**src/rtl/alu_system_control_unit_if.sv**
```systemverilog
// Control bus between the sequencer and the ALU system datapath.
// The sequencer is the master: it reads IR contents and flags and drives every control field.
interface alu_system_control_unit_if;
  // Datapath status seen by the sequencer
  logic [15:0] ir_out;
  logic [3:0]  flags;

  // Register file controls (selects are active-low)
  logic [2:0]  rf_out_a_sel;
  logic [2:0]  rf_out_b_sel;
  logic [2:0]  rf_fun_sel;
  logic [3:0]  rf_reg_sel;
  logic [3:0]  rf_scr_sel;

  logic [4:0]  alu_fun_sel;
  logic        alu_wf;

  // Address register file controls: {PC,SP,AR}
  logic [1:0]  arf_out_c_sel;
  logic [1:0]  arf_out_d_sel;
  logic [2:0]  arf_fun_sel;
  logic [2:0]  arf_reg_sel;

  logic        ir_lh;
  logic        ir_write;
  logic        mem_wr;
  logic        mem_cs;
  logic [1:0]  mux_a_sel;
  logic [1:0]  mux_b_sel;
  logic        mux_c_sel;

  modport master (
    input  ir_out, flags,
    output rf_out_a_sel, rf_out_b_sel, rf_fun_sel, rf_reg_sel, rf_scr_sel,
           alu_fun_sel, alu_wf,
           arf_out_c_sel, arf_out_d_sel, arf_fun_sel, arf_reg_sel,
           ir_lh, ir_write, mem_wr, mem_cs, mux_a_sel, mux_b_sel, mux_c_sel
  );

  modport slave (
    output ir_out, flags,
    input  rf_out_a_sel, rf_out_b_sel, rf_fun_sel, rf_reg_sel, rf_scr_sel,
           alu_fun_sel, alu_wf,
           arf_out_c_sel, arf_out_d_sel, arf_fun_sel, arf_reg_sel,
           ir_lh, ir_write, mem_wr, mem_cs, mux_a_sel, mux_b_sel, mux_c_sel
  );
endinterface

```
**src/rtl/alu_system_control_unit.sv**
```systemverilog
// Four-phase sequencer (fetch low byte, fetch high byte, decode, execute) for the ALU system.
// Control outputs are a purely combinational decode of the phase register, IR contents and flags.
module alu_system_control_unit (
  input  logic                              clk_i,
  input  logic                              rst_i,
  alu_system_control_unit_if.master         bus,
  output logic [1:0]                        t_o,
  output logic                              halted_o,
  output logic                              illegal_o
);

  localparam logic [2:0] FUN_LOAD  = 3'b010;
  localparam logic [2:0] FUN_INC   = 3'b001;
  localparam logic [2:0] FUN_CLEAR = 3'b011;
  localparam logic [4:0] ALU_PASSA = 5'b10000;
  localparam logic [4:0] ALU_ADD   = 5'b10100;
  localparam logic [4:0] ALU_SUB   = 5'b10101;

  typedef enum logic [1:0] {
    FETCH_L = 2'd0,
    FETCH_H = 2'd1,
    DECODE  = 2'd2,
    EXEC    = 2'd3
  } state_e;

  typedef enum logic [3:0] {
    OP_NOP  = 4'h0,
    OP_LDI  = 4'h1,
    OP_ADD  = 4'h2,
    OP_SUB  = 4'h3,
    OP_BNE  = 4'h4,
    OP_ST   = 4'h5,
    OP_LD   = 4'h6,
    OP_LDAR = 4'h7,
    OP_HLT  = 4'hF
  } op_e;

  state_e     state_q, state_d;
  logic       halted_q, halted_d;

  op_e        op;
  logic [1:0] rd;
  logic [1:0] rs;
  logic       flag_z;

  assign op     = op_e'(bus.ir_out[15:12]);
  assign rd     = bus.ir_out[11:10];
  assign rs     = bus.ir_out[9:8];
  assign flag_z = bus.flags[3];

  // The immediate and the C/N/O flags are consumed by the datapath, not the sequencer.
  logic unused_bits;
  assign unused_bits = ^{bus.ir_out[7:0], bus.flags[2:0]};

  // NOTE: state registers use non-blocking assignment so every flop samples pre-edge values.
  always_ff @(posedge clk_i) begin
    if (rst_i) begin
      state_q  <= FETCH_L;
      halted_q <= 1'b0;
    end else begin
      state_q  <= state_d;
      halted_q <= halted_d;
    end
  end

  // NOTE: every combinational output gets a default first so no path can infer a latch.
  always_comb begin
    state_d  = state_q;
    halted_d = halted_q;
    if (!halted_q) begin
      unique case (state_q)
        FETCH_L: state_d = FETCH_H;
        FETCH_H: state_d = DECODE;
        DECODE:  state_d = EXEC;
        EXEC: begin
          state_d = FETCH_L;
          if (op == OP_HLT) halted_d = 1'b1;
        end
        default: state_d = FETCH_L;
      endcase
    end
  end

  always_comb begin
    // IDLE word
    bus.rf_out_a_sel  = 3'd0;
    bus.rf_out_b_sel  = 3'd0;
    bus.rf_fun_sel    = 3'd0;
    bus.rf_reg_sel    = 4'b1111;
    bus.rf_scr_sel    = 4'b1111;
    bus.alu_fun_sel   = 5'd0;
    bus.alu_wf        = 1'b0;
    bus.arf_out_c_sel = 2'd0;
    bus.arf_out_d_sel = 2'd0;
    bus.arf_fun_sel   = 3'd0;
    bus.arf_reg_sel   = 3'b111;
    bus.ir_lh         = 1'b0;
    bus.ir_write      = 1'b0;
    bus.mem_wr        = 1'b0;
    bus.mem_cs        = 1'b1;
    bus.mux_a_sel     = 2'd0;
    bus.mux_b_sel     = 2'd0;
    bus.mux_c_sel     = 1'b0;
    illegal_o         = 1'b0;

    if (rst_i) begin
      // Clear every datapath register while reset is held; overrides any in-flight store.
      bus.rf_reg_sel  = 4'b0000;
      bus.rf_scr_sel  = 4'b0000;
      bus.arf_reg_sel = 3'b000;
      bus.rf_fun_sel  = FUN_CLEAR;
      bus.arf_fun_sel = FUN_CLEAR;
    end else if (!halted_q) begin
      unique case (state_q)
        FETCH_L, FETCH_H: begin
          bus.arf_out_d_sel = 2'b00;
          bus.mem_cs        = 1'b0;
          bus.ir_write      = 1'b1;
          bus.ir_lh         = (state_q == FETCH_H);
          bus.arf_reg_sel   = 3'b011;
          bus.arf_fun_sel   = FUN_INC;
        end
        DECODE: ;
        EXEC: begin
          case (op)
            OP_NOP, OP_HLT: ;
            OP_LDI: begin
              bus.mux_a_sel  = 2'b11;
              bus.rf_fun_sel = FUN_LOAD;
              bus.rf_reg_sel = ~(4'b0001 << rd);
            end
            OP_ADD, OP_SUB: begin
              bus.rf_out_a_sel = {1'b0, rd};
              bus.rf_out_b_sel = {1'b0, rs};
              bus.alu_fun_sel  = (op == OP_ADD) ? ALU_ADD : ALU_SUB;
              bus.alu_wf       = 1'b1;
              bus.mux_a_sel    = 2'b00;
              bus.rf_fun_sel   = FUN_LOAD;
              bus.rf_reg_sel   = ~(4'b0001 << rd);
            end
            OP_BNE: begin
              if (!flag_z) begin
                bus.mux_b_sel   = 2'b11;
                bus.arf_fun_sel = FUN_LOAD;
                bus.arf_reg_sel = 3'b011;
              end
            end
            OP_ST: begin
              bus.rf_out_a_sel  = {1'b0, rd};
              bus.alu_fun_sel   = ALU_PASSA;
              bus.mux_c_sel     = 1'b0;
              bus.arf_out_d_sel = 2'b10;
              bus.mem_cs        = 1'b0;
              bus.mem_wr        = 1'b1;
            end
            OP_LD: begin
              bus.arf_out_d_sel = 2'b10;
              bus.mem_cs        = 1'b0;
              bus.mux_a_sel     = 2'b10;
              bus.rf_fun_sel    = FUN_LOAD;
              bus.rf_reg_sel    = ~(4'b0001 << rd);
            end
            OP_LDAR: begin
              bus.mux_b_sel   = 2'b11;
              bus.arf_fun_sel = FUN_LOAD;
              bus.arf_reg_sel = 3'b110;
            end
            default: illegal_o = 1'b1;
          endcase
        end
        default: ;
      endcase
    end
  end

  assign t_o      = state_q;
  assign halted_o = halted_q;

endmodule

```
**src/flat_wrapper.sv**
```systemverilog
// flat-port wrapper written by rule: the top's interface ports become plain ports
module alu_system_control_unit_flat 
  (clk_i, rst_i, t_o, halted_o, illegal_o, bus_ir_out, bus_flags, bus_rf_out_a_sel, bus_rf_out_b_sel, bus_rf_fun_sel, bus_rf_reg_sel, bus_rf_scr_sel, bus_alu_fun_sel, bus_alu_wf, bus_arf_out_c_sel, bus_arf_out_d_sel, bus_arf_fun_sel, bus_arf_reg_sel, bus_ir_lh, bus_ir_write, bus_mem_wr, bus_mem_cs, bus_mux_a_sel, bus_mux_b_sel, bus_mux_c_sel);
  alu_system_control_unit_if bus_i ();
  input  logic clk_i;
  input  logic rst_i;
  output logic [1:0] t_o;
  output logic halted_o;
  output logic illegal_o;
  input wire logic [$bits(bus_i.ir_out)-1:0] bus_ir_out;
  input wire logic [$bits(bus_i.flags)-1:0] bus_flags;
  output wire logic [$bits(bus_i.rf_out_a_sel)-1:0] bus_rf_out_a_sel;
  output wire logic [$bits(bus_i.rf_out_b_sel)-1:0] bus_rf_out_b_sel;
  output wire logic [$bits(bus_i.rf_fun_sel)-1:0] bus_rf_fun_sel;
  output wire logic [$bits(bus_i.rf_reg_sel)-1:0] bus_rf_reg_sel;
  output wire logic [$bits(bus_i.rf_scr_sel)-1:0] bus_rf_scr_sel;
  output wire logic [$bits(bus_i.alu_fun_sel)-1:0] bus_alu_fun_sel;
  output wire logic [$bits(bus_i.alu_wf)-1:0] bus_alu_wf;
  output wire logic [$bits(bus_i.arf_out_c_sel)-1:0] bus_arf_out_c_sel;
  output wire logic [$bits(bus_i.arf_out_d_sel)-1:0] bus_arf_out_d_sel;
  output wire logic [$bits(bus_i.arf_fun_sel)-1:0] bus_arf_fun_sel;
  output wire logic [$bits(bus_i.arf_reg_sel)-1:0] bus_arf_reg_sel;
  output wire logic [$bits(bus_i.ir_lh)-1:0] bus_ir_lh;
  output wire logic [$bits(bus_i.ir_write)-1:0] bus_ir_write;
  output wire logic [$bits(bus_i.mem_wr)-1:0] bus_mem_wr;
  output wire logic [$bits(bus_i.mem_cs)-1:0] bus_mem_cs;
  output wire logic [$bits(bus_i.mux_a_sel)-1:0] bus_mux_a_sel;
  output wire logic [$bits(bus_i.mux_b_sel)-1:0] bus_mux_b_sel;
  output wire logic [$bits(bus_i.mux_c_sel)-1:0] bus_mux_c_sel;
  assign bus_i.ir_out = bus_ir_out;
  assign bus_i.flags = bus_flags;
  assign bus_rf_out_a_sel = bus_i.rf_out_a_sel;
  assign bus_rf_out_b_sel = bus_i.rf_out_b_sel;
  assign bus_rf_fun_sel = bus_i.rf_fun_sel;
  assign bus_rf_reg_sel = bus_i.rf_reg_sel;
  assign bus_rf_scr_sel = bus_i.rf_scr_sel;
  assign bus_alu_fun_sel = bus_i.alu_fun_sel;
  assign bus_alu_wf = bus_i.alu_wf;
  assign bus_arf_out_c_sel = bus_i.arf_out_c_sel;
  assign bus_arf_out_d_sel = bus_i.arf_out_d_sel;
  assign bus_arf_fun_sel = bus_i.arf_fun_sel;
  assign bus_arf_reg_sel = bus_i.arf_reg_sel;
  assign bus_ir_lh = bus_i.ir_lh;
  assign bus_ir_write = bus_i.ir_write;
  assign bus_mem_wr = bus_i.mem_wr;
  assign bus_mem_cs = bus_i.mem_cs;
  assign bus_mux_a_sel = bus_i.mux_a_sel;
  assign bus_mux_b_sel = bus_i.mux_b_sel;
  assign bus_mux_c_sel = bus_i.mux_c_sel;
  alu_system_control_unit u_core (.clk_i(clk_i), .rst_i(rst_i), .bus(bus_i), .t_o(t_o), .halted_o(halted_o), .illegal_o(illegal_o));
endmodule
```
**config.mk**
```make
export PLATFORM = sky130hd
export DESIGN_NAME = alu_system_control_unit_flat
export DESIGN_NICKNAME = d
export VERILOG_FILES = /design/src/rtl/alu_system_control_unit_if.sv /design/src/rtl/alu_system_control_unit.sv /design/src/flat_wrapper.sv
export SDC_FILE = /design/constraint.sdc
export NUM_CORES = 1
export LEC_CHECK = 0
export ABC_AREA = 1
export CORE_MARGIN = 2
export CORE_UTILIZATION = 27
export CTS_BUF_LIST = sky130_fd_sc_hd__clkbuf_8
export DETAILED_ROUTE_END_ITERATION = 8
export PLACE_DENSITY = 0.81
export SETUP_SLACK_MARGIN = 0.02
export SYNTH_ARGS = -nofsm -noshare
export SYNTH_HDL_FRONTEND = slang
export SYNTH_SLANG_ARGS = --single-unit
```
**constraint.sdc**
```tcl
create_clock -name clk_i -period 1.4 [get_ports clk_i]
set_input_delay 0.35 -clock clk_i [delete_from_list [all_inputs] [get_ports clk_i]]
set_output_delay 0.35 -clock clk_i [all_outputs]
set_load 0.01 [all_outputs]
```
==> results summary <==
The final hold slack is approximately 0.52 ns. The synthesized-area fraction occupied by ao, oa, aoi and oai cells came out at 0.105. Data on the critical path is required at its endpoint by roughly 1.1 ns. Summing all non-filler instances in the final layout gives an area of roughly 1500 um2. The slowest cell on the critical path is sky130_fd_sc_hd__dfxtp_4. The clock tree from TritonCTS is done. The flow ran to the end, but the final reports show violations. The worst register-to-register path ends at u_core.t_o[0]. For this configuration, the core starts out at a cell density of 0.282. The critical path data arrival time is between 1 and 1.5 ns. The critical path ends at bus_mux_b_sel[0].

The origin of the critical flop-to-flop path is u_core.t_o[0]. The checks that failed: setup timing. The net total in the final layout came out at between 200 and 250. The count of input and output buffers came out at 46. Once placement finished, the instance area stood at about 1300 um2. Yosys attributes the largest share of cell area to sky130_fd_sc_hd__buf_4 (21%), sky130_fd_sc_hd__dfxtp_1 (8.7%), sky130_fd_sc_hd__nor2_4 (8.1%).

Using the TritonRoute via totals, the vias-per-cell ratio works out to 4.44. The share of synthesized flip-flops with an asynchronous set or reset came out at 0. The largest single stage delay on the critical path is between 0.3 and 0.4 ns.

The number of max-capacitance violations reported came out at 0. The floorplan die height came out at ~55 um. The mean routed wirelength per cell came out at approximately 13 um.

The first-pass GRT wire length is approximately 3600 um. The die covers ~3000 um2. The worst path setup slack after routing came out at -0.416 ns. The number of max-slew violations in the final report is 0.

The count of nets left with antenna violations once routing finished came out at 0. The synthesized-area fraction occupied by adder cells is 0.0723. The setup-violating endpoint count in the final report is 27.

The commonest register cell after synthesis is sky130_fd_sc_hd__dfxtp_1. The last weighted congestion value of the routability-driven placer came out at a little under 0.8. The clock network latency to the later pin of the worst-skew pair is ~0.21 ns. In this run the mean area of a mapped cell was around 6.3 um2. The synthesized instance count is 110. Tracing the worst setup path back leads to its startpoint at u_core.t_o[0]. The number of iterations in the first detailed-routing pass came out at 4.

The total global-route track usage is 0.165. The number of antenna violations at the first check in global routing is 0. The final count of hold timing violations came out at 0. The detailed router finished its first iteration with 7 violations.

The sequential cell area fraction in the yosys report is 0.0868. Derived from the worst setup path, the maximum achievable clock frequency is between 500 and 600 MHz. CTS built an H-tree with a depth of 1. The path class of the tightest hold or removal check is input port to flip-flop. The kind of start point of the critical path is a flip-flop. The final clock skew is approximately 0.00031 ns.

The leftover overflow at the end of global routing is 0. The portion of synthesized cell area occupied by the leading cell type is 0.206. The biggest area consumer among synthesized cells is sky130_fd_sc_hd__buf_4.

The clock period minus worst slack came out at approximately 1.8 ns. The number of antenna repair diodes is 0. The share of synthesized area spent on multiplexers is 0. The maximum buffer depth of the clock tree came out at 2. For this run, design rule violations remaining after detail routing come to 0. During synthesis, Yosys emitted a total of 0 warnings.

The power density over the cells is slightly above 900 nW/um2. The post-synthesis share of cell area spent on xor and xnor gates is 0. The clock drives 3 sinks. The tree is rooted in a sky130_fd_sc_hd__clkbuf_8. The number of buffers created by CTS is 3. The core outline area came out at about 2500 um2.

The static leakage power is around 0.75 nW. Of the total synthesized cell area, the portion taken by AND, OR, NAND and NOR gates is 0.443. Setup repair after global routing could not meet its margin everywhere. The minimum setup slack among reg-to-reg paths came out at approximately 0.21 ns. Measured along the x axis, the die boundary spans between 50 and 60 um.

Counting flops with a built-in enable in the synthesized netlist gives 0. Dividing the final minimum period by the clock period gives 1.30. The post-synthesis register bit count came out at 3. The critical path is of the flip-flop to primary output type. The number of buffers inserted for hold repair after clock tree synthesis is 0. In the final layout, the share of cells above drive strength 1 is 0.694. Traced cell by cell, the critical path runs through ha_4 -> nand2_4 -> nor2_4 -> buf_6 -> inv_4 -> a21oi_4 -> buf_6. The maximum ir drop on the vdd rail is between 0.9 and 1 mV.

In this run, distinct cell masters in the synthesized netlist total 21. The detailed router placed 958 vias in this run. Measured in cells, the most critical reg-to-reg path has a length of 7. After synthesis, the largest family of logic cells by area is simple AND/OR/NAND/NOR gates. The routed design has roughly 2700 um of wire. Yosys instantiated no cell more often than sky130_fd_sc_hd__buf_4.

The row count came out at 18. The via count of the first global-routing pass came out at around 840. The critical path capture point type is a primary output. The mapped netlist covers between 600 and 700 um2.

The register clock-pin slew on the reported worst setup and hold paths is about 0.030 ns. The pin count of the biggest net entering global routing came out at 8. The final-layout setup total negative slack is -8.98 ns. Detailed placement finished with a half-perimeter wire length of about 1800 um. The maximum fanout count along the critical path came out at 5. The number of top-level pins is roughly 70.

Counting stages on the worst path, the most repeated cell is sky130_fd_sc_hd__buf_6. The signed area change from the synthesized netlist to the final layout is 114%. Sorting the synthesized cells by how often they occur yields sky130_fd_sc_hd__buf_4 (19), sky130_fd_sc_hd__nand2_1 (13), sky130_fd_sc_hd__nor2_1 (13).
## what timing repair did
| item | in CTS | in global routing |
|---|---|---|
| cloned | 1 | 0 |
| resized for setup | 166 | 32 |
| buffers inserted | 9 | 6 |
| endpoints found under the setup margin | 37 | 32 |
| pin swaps | 14 | 9 |
## how the worst min path moves through the flow
stage                         start         endpoint  slack [ns]  depth (start not counted)
global route                  rst_i  u_core.halted_o        0.54                          3
detailed placement  u_core.halted_o    u_core.t_o[1]        0.60                          2
floorplan           u_core.halted_o    u_core.t_o[1]        0.51                          1
CTS                           rst_i  u_core.halted_o        0.50                          3
global placement    u_core.halted_o    u_core.t_o[1]        0.58                          2
finish                        rst_i  u_core.halted_o        0.52                          3
## flip-flops by register name, summed over array words and instances (netlist names)
register         flops
u_core.halted_o      1
u_core.t_o           2
## critical path: cells and delay by family, from the launching register on
kind | cells | cell delay (ns)
AND/OR/NAND/NOR | 2 | 0.28
buffers and inverters | 3 | 0.30
flip-flops | 1 | 0.37
adder cells (fa/ha/maj) | 1 | 0.16
AO/OA/AOI/OAI | 1 | 0.13
## power breakdown
part           total (W)  switching (W)  internal, W
registers       0.000161      0.0000405     0.000120
clock network   0.000241      0.0000545     0.000186
logic           0.000952       0.000462     0.000490
total            0.00135       0.000557     0.000796
## layout by cell type (no fill, tap or decap), drive strengths merged, types with 4 or more instances in the layout
| master | instances |
|---|---|
| clkbuf | 7 |
| ha | 4 |
| buf | 67 |
| nor2 | 21 |
| o21ai | 7 |
| nand3 | 6 |
| a21oi | 6 |
| conb | 10 |
| inv | 16 |
| dlygate4sd2 | 5 |
| nand2 | 22 |
| clkdlybuf4s50 | 4 |
## per-stage QoR
stage	instances	utilization	setup WS [ns]	total power (W)
6_report	216	0.604	-0.416	0.00135
5_1_grt	216	0.604	-0.454	0.00145
4_1_cts	210	0.555	-0.386	0.00119
3_5_place_dp	196	0.525	-1.00	0.000919
3_3_place_gp	196	0.525	-0.991	0.000893
2_1_floorplan	119	-	-0.0259	0.000536
## cell type report
cell class                      instances  area, um2
Inverter                               15       66.3
Timing Repair Buffer                   82        641
Clock inverter                          1       3.75
Clock buffer                            3       41.3
Sequential cell                         3       68.8
Fill cell                             212        972
Multi-Input combinational cell         82        624
Tap cell                               30       37.5
## layer usage
| layer | global-route usage | routed length, um | vias to the layer above |
|---|---|---|---|
| met3 | 0.0246 | 186 | 4 |
| met1 | 0.155 | 1000 | 441 |
| met5 | 0 | 0 | - |
| met2 | 0.321 | 1490 | 43 |
| li1 | - | - | 470 |
| met4 | 0.108 | 39 | 0 |
## kinds of logic (layout without fill, tap and decap cells)
| family | count (synthesis) | count (layout) |
|---|---|---|
| AO/OA/AOI/OAI | 14 | 14 |
| adder cells (fa/ha/maj) | 4 | 4 |
| buffers and inverters | 34 | 101 |
| flip-flops | 3 | 3 |
| other | 1 | 10 |
| AND/OR/NAND/NOR | 54 | 54 |
Power figures use the tool's default switching activity.
